### src/rtl/norm_result_fifo.sv
// Show-ahead result FIFO behind the norm accumulator: buffers g samples and drops them when full.
// It also tracks a sticky overflow flag and the peak accepted sample.
module norm_result_fifo #(
    parameter int WIDTH = 10,
    parameter int DEPTH = 8
) (
    input  logic                       clk,
    input  logic                       reset,
    input  logic [WIDTH-1:0]           in_data,
    input  logic                       in_valid,
    output logic [WIDTH-1:0]           out_data,
    output logic                       out_valid,
    input  logic                       out_ready,
    output logic [$clog2(DEPTH+1)-1:0] count,
    output logic                       full,
    output logic                       overflow,
    output logic [WIDTH-1:0]           peak
);

    localparam int PTR_W = (DEPTH > 1) ? $clog2(DEPTH) : 1;
    localparam int CNT_W = $clog2(DEPTH + 1);

    logic [WIDTH-1:0] mem [DEPTH];
    logic [PTR_W-1:0] wr_ptr;
    logic [PTR_W-1:0] rd_ptr;
    logic             push;
    logic             pop;
    logic             drop;

    assign out_valid = (count != '0);
    assign full      = (count == CNT_W'(DEPTH));
    assign out_data  = mem[rd_ptr];

    // A full FIFO still accepts a sample when the head leaves on the same edge.
    assign pop  = out_valid && out_ready;
    assign push = in_valid && (!full || pop);
    assign drop = in_valid && !push;

    always_ff @(posedge clk) begin
        if (!reset && push) begin
            mem[wr_ptr] <= in_data;
        end
    end

    // DEPTH is a power of two, so natural pointer roll-over is the modulo wrap.
    always_ff @(posedge clk) begin
        if (reset) begin
            wr_ptr   <= '0;
            rd_ptr   <= '0;
            count    <= '0;
            overflow <= 1'b0;
            peak     <= '0;
        end else begin
            if (push) begin
                wr_ptr <= wr_ptr + 1'b1;
                if (in_data > peak) begin
                    peak <= in_data;
                end
            end
            if (pop) begin
                rd_ptr <= rd_ptr + 1'b1;
            end
            case ({push, pop})
                2'b10:   count <= count + 1'b1;
                2'b01:   count <= count - 1'b1;
                default: count <= count;
            endcase
            if (drop) begin
                overflow <= 1'b1;
            end
        end
    end

endmodule

### config.mk
export PLATFORM = sky130hd
export DESIGN_NAME = norm_result_fifo
export DESIGN_NICKNAME = d
export VERILOG_FILES = /design/src/rtl/norm_result_fifo.sv
export SDC_FILE = /design/constraint.sdc
export NUM_CORES = 1
export LEC_CHECK = 0
export CORE_MARGIN = 4
export CORE_UTILIZATION = 52
export DETAILED_ROUTE_END_ITERATION = 10
export PLACE_DENSITY = 0.75
export SETUP_SLACK_MARGIN = 0.2
export SLEW_MARGIN = 5
export SYNTH_ARGS = -nofsm -noshare
export SYNTH_HDL_FRONTEND = slang
export SYNTH_SLANG_ARGS = --single-unit
### constraint.sdc
create_clock -name clk -period 7.2 [get_ports clk]
set_input_delay 0.72 -clock clk [delete_from_list [all_inputs] [get_ports clk]]
set_output_delay 0.72 -clock clk [all_outputs]
set_load 0.02 [all_outputs]
======== After elaboration in Yosys (flattened, before gate mapping) ========
Memories as Yosys holds them, arrays and structs flattened. A register that Yosys moved wholly into a read port is not among the register bits.
Cells that the tools add are included.
word-level totals
  flip-flop bits (word level) ............. 21
  latch bits .............................. 0
  memory bits (writable) .................. 80
  ROM bits ................................ 0
  input port bits ......................... 14
  logic and storage cells ................. 30
  memories ................................ 1
memories
  memory  depth  bits a word  read ports  clocked after Yosys merged registers in  wr ports  RTL line  text
  mem     8      10           1           1                                        1         23        logic [WIDTH-1:0] mem [DEPTH];
cells by class
  $add $sub $neg .......................... 4
  multiply operators ...................... 0
  divide/modulo/power cells ............... 0
  magnitude comparators ................... 1
  equal/unequal tests ..................... 3
  shifts and indexed selects .............. 0
  multiplexer cells ....................... 5
  bitwise logic cells ..................... 0
  reduce and logical (&&, ||, !) cells .... 11
operators with widths
  operator                                                             count
  10-bit greater-than comparator                                       1
  4-bit one-hot mux with 2 select lines                                1
  3-bit by 1-bit adder with 3-bit output (second input constant)       2
  3-bit two-way mux                                                    2
  4-bit by 1-bit adder with 4-bit output (second input constant)       1
  4-bit == test (second input constant)                                1
  1-bit logical AND                                                    4
  4-bit nonzero test                                                   1
  4-bit by 1-bit subtractor with 4-bit output (second input constant)  1
  1-bit zero test                                                      3
  2-bit by 1-bit == test with 1-bit output (second input constant)     1
  2-bit == test (second input constant)                                1
  1-bit two-way mux                                                    2
  2-bit AND reduction                                                  1
  2-bit nonzero test                                                   1
  1-bit logical OR                                                     1

======== Depth between registers and ports, before layout ========
Gate-level depths: netlist of run 1.
  depth after elaboration ................. 7
  depth in mapped cells ................... 9

======== Least setup slack after synthesis of run 1 ========
OpenSTA, ideal clock, no wires.
  kind .................................... input port to flip-flop
  from .................................... input port reset
  to ...................................... memory mem[0][0], enable pin
  data arrival time ....................... 2072 ps
  path slack .............................. 4724 ps
  stages .................................. 3
  buffers on the path ..................... 2
  path through ............................ buf_4 -> clkbuf_8 -> nor4_1
between the ends
  word-level cells in the longest chain between the ends .. 4
RTL lines
  item                                     RTL line  text
  start: declaration                       8         input logic reset,
  1-bit zero test                          40        if (!reset && push) begin
  1-bit logical AND                        40
  1-bit two-way mux                        40
  1-bit two-way mux (not written as such)  41        mem[wr_ptr] <= in_data;
  end: declaration                         23
Every way passes these cells.

==> results.py, run 1 <==
metrics = {
    "sta": {
        "fmaxAchievable_mhz": 288,
        "layout_worst_path_cycle_share_pct": 48.3,
        "report.final.setup_viol": 0,
        "relSlewSlack_pct": 25.9,
        "final_hold_viol_count": 0,
        "hold-worst-slack_ps": 488,
        "timing_worst_slew_pin_value_ps": 1110,
        "final_clock_skew_ps": 13.2,
        "setup-tns-final_ps": 0,
        "slew_violations": 0,
        "rsz0062_at_grt": "no",
        "period_minus_slack_ps": 3470,
    },
    "cts": {
        "cts_tree": "yes",
        "tritoncts.num_buffers": 9,
        "clock_insertion_delay_worst_skew_ps": 360,
        "cts_hold_repair.buffers": 0,
        "cts.sink_count": 104,
        "post_cts.resized_instances": 0,
        "cts.repair_timing.setup_buffer_count": 0,
        "ctsHtreeMaxLevel": 3,
        "worst_setup_hold_path_clk_slew_ps": 100,
        "clock-root-buffer": "sky130_fd_sc_hd__clkbuf_8",
        "ctsLongestPathBuffers": 2,
    },
    "synthesis": {
        "synth-edff-count": 80,
        "synthDominantAreaCellType": "sky130_fd_sc_hd__edfxtp_1",
        "netlist-cell-type-count": 43,
        "synth_area_leaders": "sky130_fd_sc_hd__edfxtp_1 54%, sky130_fd_sc_hd__dfxtp_1 11%, sky130_fd_sc_hd__mux4_2 10%",
        "post_synth_instance_area_sq_mm": 0.00449,
        "synthesis.instances": 274,
        "yosys_warnings": 0,
        "synth_seq_area_share_pct": 64.3,
        "yosys-top-cells-count": "80 x sky130_fd_sc_hd__edfxtp_1, 24 x sky130_fd_sc_hd__dfxtp_1, 20 x sky130_fd_sc_hd__mux4_2",
        "net_count_after_synthesis": 303,
        "postSynth.topFlopCell": "sky130_fd_sc_hd__edfxtp_1",
        "synthesis.area_per_instance_sq_um": 16.4,
        "yosysMostFrequentCell": "sky130_fd_sc_hd__edfxtp_1",
        "yosys_register_bits": 104,
        "synth_async_sr_flop_share_pct": 0,
        "synthDominantCellAreaShare_pct": 53.6,
    },
    "min_path": {
        "hp-start": "overflow",
        "hold-path-cell-count": 2,
        "holdPathEnd": "overflow",
        "worstHoldPathType": "reg -> reg",
    },
    "die": {
        "io-pin-count": 41,
        "initial_core_util_pct": 54.0,
        "coreArea_sq_mm": 0.00830,
        "fp.dieArea_sq_mm": 0.0102,
        "die-height_um": 101,
        "floorplan.rows": 33,
        "die_w_um": 101,
    },
    "placed_design": {
        "port_buffers": 40,
        "gpl.final_weighted_congestion": 0.731,
        "placed_instance_area_sq_mm": 0.00501,
        "place_hpwl_um": 5150,
    },
    "worst_setup_path": {
        "cp-start-kind": "register",
        "setup.reg_to_reg.worst_slack_ps": 4700,
        "timing.setup.critical_path_class": "reg -> out",
        "crit_path_max_fanout": 14,
        "end_kind": "primary output",
        "cp_data_required_time_ps": 6480,
        "critPathArrivalTime_ps": 2750,
        "r2r-end": "count[3]",
        "worstReg2RegStart": "count[3]",
        "timing.reg2reg.worst_path_depth": 9,
    },
    "route": {
        "wl_met2_um": 3900,
        "detailedRoute.firstIterationViolations": 113,
        "wl_met3_um": 270,
        "drt-pass1-iter-count": 4,
        "wl_met1_um": 3530,
        "route.detailed.wl_per_inst_um": 18.2,
        "detail-route-antenna-nets": 0,
        "remaining_design_rule_violation_count": 0,
        "route.vias.total": 2350,
        "top_layer": "met4",
        "vias_cell": 5.48,
        "drt-total-wl_um": 7810,
    },
    "power": {
        "irDropWorstVdd_v": 0.000189,
        "report.power.total_mw": 1.55,
        "static-leakage-power_nw": 1.78,
        "power.density_mw_per_mm2": 297,
    },
    "cells_and_area": {
        "share_of_cells_above_drive_strength_1_pct": 24.1,
        "nNetsFinal": 348,
        "finish.utilization_pct": 63.0,
        "antenna_cells": 0,
        "post-route-cell-area_sq_mm": 0.00523,
        "area_delta_synth_final_pct": 16.5,
    },
    "global_route": {
        "wire_length_of_the_first_global_routing_pass_um": 12800,
        "gr-total-overflow": 0,
        "grt_util_all_layers_pct": 17.0,
        "maximum_number_of_pins_on_one_net_before_global_route_repair": 33,
        "antenna_violations_before_repair": 0,
        "vias_in_the_first_global_route": 2456,
    },
    "run": {
        "maxCapViolCount": 0,
    },
    "run_status": {
        "outcome": "finished, final reports clean",
    },
}
layout by cell type (no fill, tap or decap), types with 2 or more instances in the layout:
master,n
sky130_fd_sc_hd__edfxtp_1,80
sky130_fd_sc_hd__clkdlybuf4s50_1,40
sky130_fd_sc_hd__dfxtp_1,24
sky130_fd_sc_hd__mux4_2,20
sky130_fd_sc_hd__or2b_2,17
sky130_fd_sc_hd__inv_1,15
sky130_fd_sc_hd__nor2_1,14
sky130_fd_sc_hd__ha_1,14
sky130_fd_sc_hd__mux2i_1,13
sky130_fd_sc_hd__mux2_2,10
sky130_fd_sc_hd__clkbuf_8,9
sky130_fd_sc_hd__nand2_1,8
sky130_fd_sc_hd__a21oi_1,8
sky130_fd_sc_hd__buf_4,5
sky130_fd_sc_hd__nand2b_1,4
sky130_fd_sc_hd__xnor2_1,4
sky130_fd_sc_hd__xor2_1,3
sky130_fd_sc_hd__nor3_2,2
sky130_fd_sc_hd__nor4_2,2
sky130_fd_sc_hd__nor2b_1,2
sky130_fd_sc_hd__or2b_1,2
sky130_fd_sc_hd__o21ai_0,2
sky130_fd_sc_hd__bufinv_16,2
sky130_fd_sc_hd__inv_6,2
sky130_fd_sc_hd__clkinv_1,2
metal layers:
metal  up-vias  track usage [%]
met1      1167             22.9
met4         0             6.53
met5         -                0
li1       1120                -
met3         9             2.35
met2        54             28.1
critical path, cell delays in order (launching register included):
cell	delay, ps
sky130_fd_sc_hd__dfxtp_1	640
sky130_fd_sc_hd__buf_4	390
sky130_fd_sc_hd__mux4_2	550
sky130_fd_sc_hd__mux2_2	280
sky130_fd_sc_hd__clkdlybuf4s50_1	540
state kept, by name, summed over array words and instances (netlist names), named ones only:
signal / cells
wr_ptr: 3
count: 4
overflow: 1
mem: 80
rd_ptr: 3
peak: 10
worst max path at each step:
stage,start,end,slack [ps],cells after the start
3_3_place_gp,in_data[8],peak[5],3940,8
2_1_floorplan,reset,mem[0][0],4720,3
5_1_grt,register,out_data[7],3540,4
4_1_cts,register,out_data[6],3640,4
6_report,register,out_data[6],3730,4
3_5_place_dp,in_data[8],peak[7],3810,8
metrics by stage:
step	setup WS [ps]	cells
final	3730	429
after global routing	3540	429
after CTS	3640	429
after detailed placement	3810	413
after global placement	3940	413
after floorplan	4720	274
cells by family after synthesis:
family	share of synthesized area [%]
AO/OA/AOI/OAI	3.54
XOR/XNOR	1.37
adder cells (fa/ha/maj)	4.35
buffers and inverters	2.73
flip-flops	64.3
multiplexers	15.5
AND/OR/NAND/NOR	8.28
where the power goes:
part           internal [mW]  switching [mW]  total [mW]
clock network          0.196           0.191       0.387
registers              0.678          0.0469       0.725
logic                  0.240           0.198       0.438
total                   1.11           0.436        1.55
cell type report:
cell class / instances / area, sq um
fill: 607 / 3070
sequential: 104 / 2880
multi-input combinational: 144 / 1500
timing repair buffer: 45 / 438
tap: 105 / 131
clock buffer: 9 / 124
clock inverter: 7 / 92.6
inverter: 15 / 56.3
Note: power is estimated with default switching activity, not from simulation.
==> run 2: changes to the inputs <==
- clock period: 7.2 -> 3.6 ns (I/O delays scaled with it)
==> results.py, run 2 (synthesized netlist as in run 1, its figures left out) <==
metrics = {
    "route": {
        "route.detailed.wl_per_inst_um": 18.4,
        "vias_cell": 5.45,
        "drt-pass1-iter-count": 4,
        "route.vias.total": 2385,
        "drt-total-wl_um": 8040,
        "remaining_design_rule_violation_count": 0,
        "detailedRoute.firstIterationViolations": 110,
        "detail-route-antenna-nets": 0,
    },
    "power": {
        "power_frac_seq_pct": 46.6,
        "power.combinational.fraction_pct": 30.3,
        "static-leakage-power_nw": 1.81,
        "p_int_mw": 2.16,
        "irDropWorstVdd_v": 0.000434,
        "share_of_total_power_consumed_by_net_switching_pct": 28.8,
        "switching_power_uw": 874,
        "clock_power_share_pct": 23.1,
        "power.density_mw_per_mm2": 577,
    },
    "die": {
        "initial_core_util_pct": 54.0,
        "io-pin-count": 41,
        "floorplan.rows": 33,
        "coreArea_sq_mm": 0.00830,
        "fp.dieArea_sq_mm": 0.0102,
        "die-height_um": 101,
        "die_w_um": 101,
    },
    "worst_setup_path": {
        "cp_data_required_time_ps": 3240,
        "end_kind": "primary output",
        "path_depth": 4,
        "critPathTopFamily": "buffers and inverters",
        "critical-path-slowest-cell": "sky130_fd_sc_hd__mux4_2",
        "timing.reg2reg.worst_path_depth": 9,
        "cp.buffers_inverters": 2,
        "cp-start-kind": "register",
        "critPathArrivalTime_ps": 2440,
        "crit_path_max_fanout": 20,
        "worstPathCellList": "buf_4 -> mux4_2 -> mux2_2 -> clkdlybuf4s50_1",
        "worst_path_largest_cell_delay_ps": 560,
        "timing.setup.critical_path_class": "reg -> out",
    },
    "global_route": {
        "vias_in_the_first_global_route": 2464,
        "maximum_number_of_pins_on_one_net_before_global_route_repair": 32,
        "gr-total-overflow": 0,
        "wire_length_of_the_first_global_routing_pass_um": 13300,
        "antenna_violations_before_repair": 0,
        "grt_util_all_layers_pct": 17.6,
    },
    "placed_design": {
        "gpl.final_weighted_congestion": 0.758,
        "port_buffers": 40,
        "place_hpwl_um": 5280,
    },
    "cts": {
        "cts_hold_repair.buffers": 0,
        "cts_tree": "yes",
        "tritoncts.num_buffers": 9,
        "clock-root-buffer": "sky130_fd_sc_hd__clkbuf_8",
        "cts.sink_count": 104,
        "post_cts.resized_instances": 0,
        "cts.repair_timing.setup_buffer_count": 0,
        "ctsHtreeMaxLevel": 3,
        "ctsLongestPathBuffers": 2,
        "worst_setup_hold_path_clk_slew_ps": 90,
        "clock_insertion_delay_worst_skew_ps": 360,
    },
    "cells_and_area": {
        "layout.area.seq_sq_mm": 0.00288,
        "nNetsFinal": 357,
        "layout.cells.most_common_list": "80 x sky130_fd_sc_hd__edfxtp_1, 40 x sky130_fd_sc_hd__clkdlybuf4s50_1, 24 x sky130_fd_sc_hd__dfxtp_1, 20 x sky130_fd_sc_hd__mux4_2, 17 x sky130_fd_sc_hd__or2b_2",
        "multi_input_area_sq_mm": 0.00149,
        "max_flop_register": "mem",
        "finish.utilization_pct": 63.3,
        "fillerInstances": 596,
        "largest_register_ffs": 80,
        "layout.cells.most_common": "sky130_fd_sc_hd__edfxtp_1",
        "share_of_cells_above_drive_strength_1_pct": 25.8,
        "antenna_cells": 0,
        "biggestRegsByFlops": "mem (80), peak (10), count (4)",
        "area_delta_synth_final_pct": 17.2,
    },
    "sta": {
        "timing_worst_slew_pin_value_ps": 678,
        "slew_violations": 0,
        "rsz0062_at_grt": "no",
        "relSlewSlack_pct": 54.6,
        "period_minus_slack_ps": 2800,
        "final_clock_skew_ps": 6.57,
        "report.final.setup_viol": 0,
        "fmaxAchievable_mhz": 358,
        "layout_worst_path_cycle_share_pct": 77.7,
        "setup-tns-final_ps": 0,
        "final_hold_viol_count": 0,
    },
    "min_path": {
        "hold-path-cell-count": 2,
        "worstHoldPathType": "reg -> reg",
    },
    "run": {
        "maxCapViolCount": 0,
    },
    "run_status": {
        "outcome": "finished, final reports clean",
    },
}
[run 2: area by class of cell]
cell class / count / share of cell area, %
Clock inverter: 6 / 1.14
Inverter: 15 / 1.07
Clock buffer: 10 / 2.43
Sequential cell: 104 / 54.8
Multi-Input combinational cell: 144 / 28.4
Tap cell: 105 / 2.50
Timing Repair Buffer: 54 / 9.62
[run 2: metal layers]
layer	vias to the layer above	global-route usage [%]	part of all wire, %	wire length (um)
met1	1186	24.6	45	3600
met4	0	4.66	0.53	43
met2	61	27.6	49	3950
met5	-	0	0	0
li1	1133	-	-	-
met3	5	4.29	5.5	441
[run 2: per-stage QoR]
step	area [sq um]	hold slack, ps	power (mW)	instances	setup slack [ps]
final	5260	490	3.03	438	803
after global routing	5260	541	3.20	438	657
after CTS	5260	491	3.07	438	746
after detailed placement	5070	464	2.37	422	855
after global placement	5070	456	2.36	422	902
after floorplan	4490	459	2.06	274	1170
[run 2: worst min-delay path, cell delays in order (launching register included)]
cell and delay (ps):
sky130_fd_sc_hd__dfxtp_1 350, sky130_fd_sc_hd__a21oi_1 40, sky130_fd_sc_hd__nor2_1 70
[run 2: path summary, 6_finish.rpt]
kind	startpoint	to	slack, ps
worst max register to register	count[3]	count[3]	1180
worst min-delay path	overflow	overflow	490
worst min register to register	overflow	overflow	490
worst max-delay path	register	out_data[3]	800
[run 2: power by group through the flow]
stage	clock network, mW	registers [mW]	logic [mW]
6_report	0.701	1.41	0.919
5_1_grt	0.776	1.42	1.00
4_1_cts	0.718	1.41	0.939
3_5_place_dp	0	1.44	0.932
3_3_place_gp	0	1.44	0.917
2_1_floorplan	0	1.46	0.597
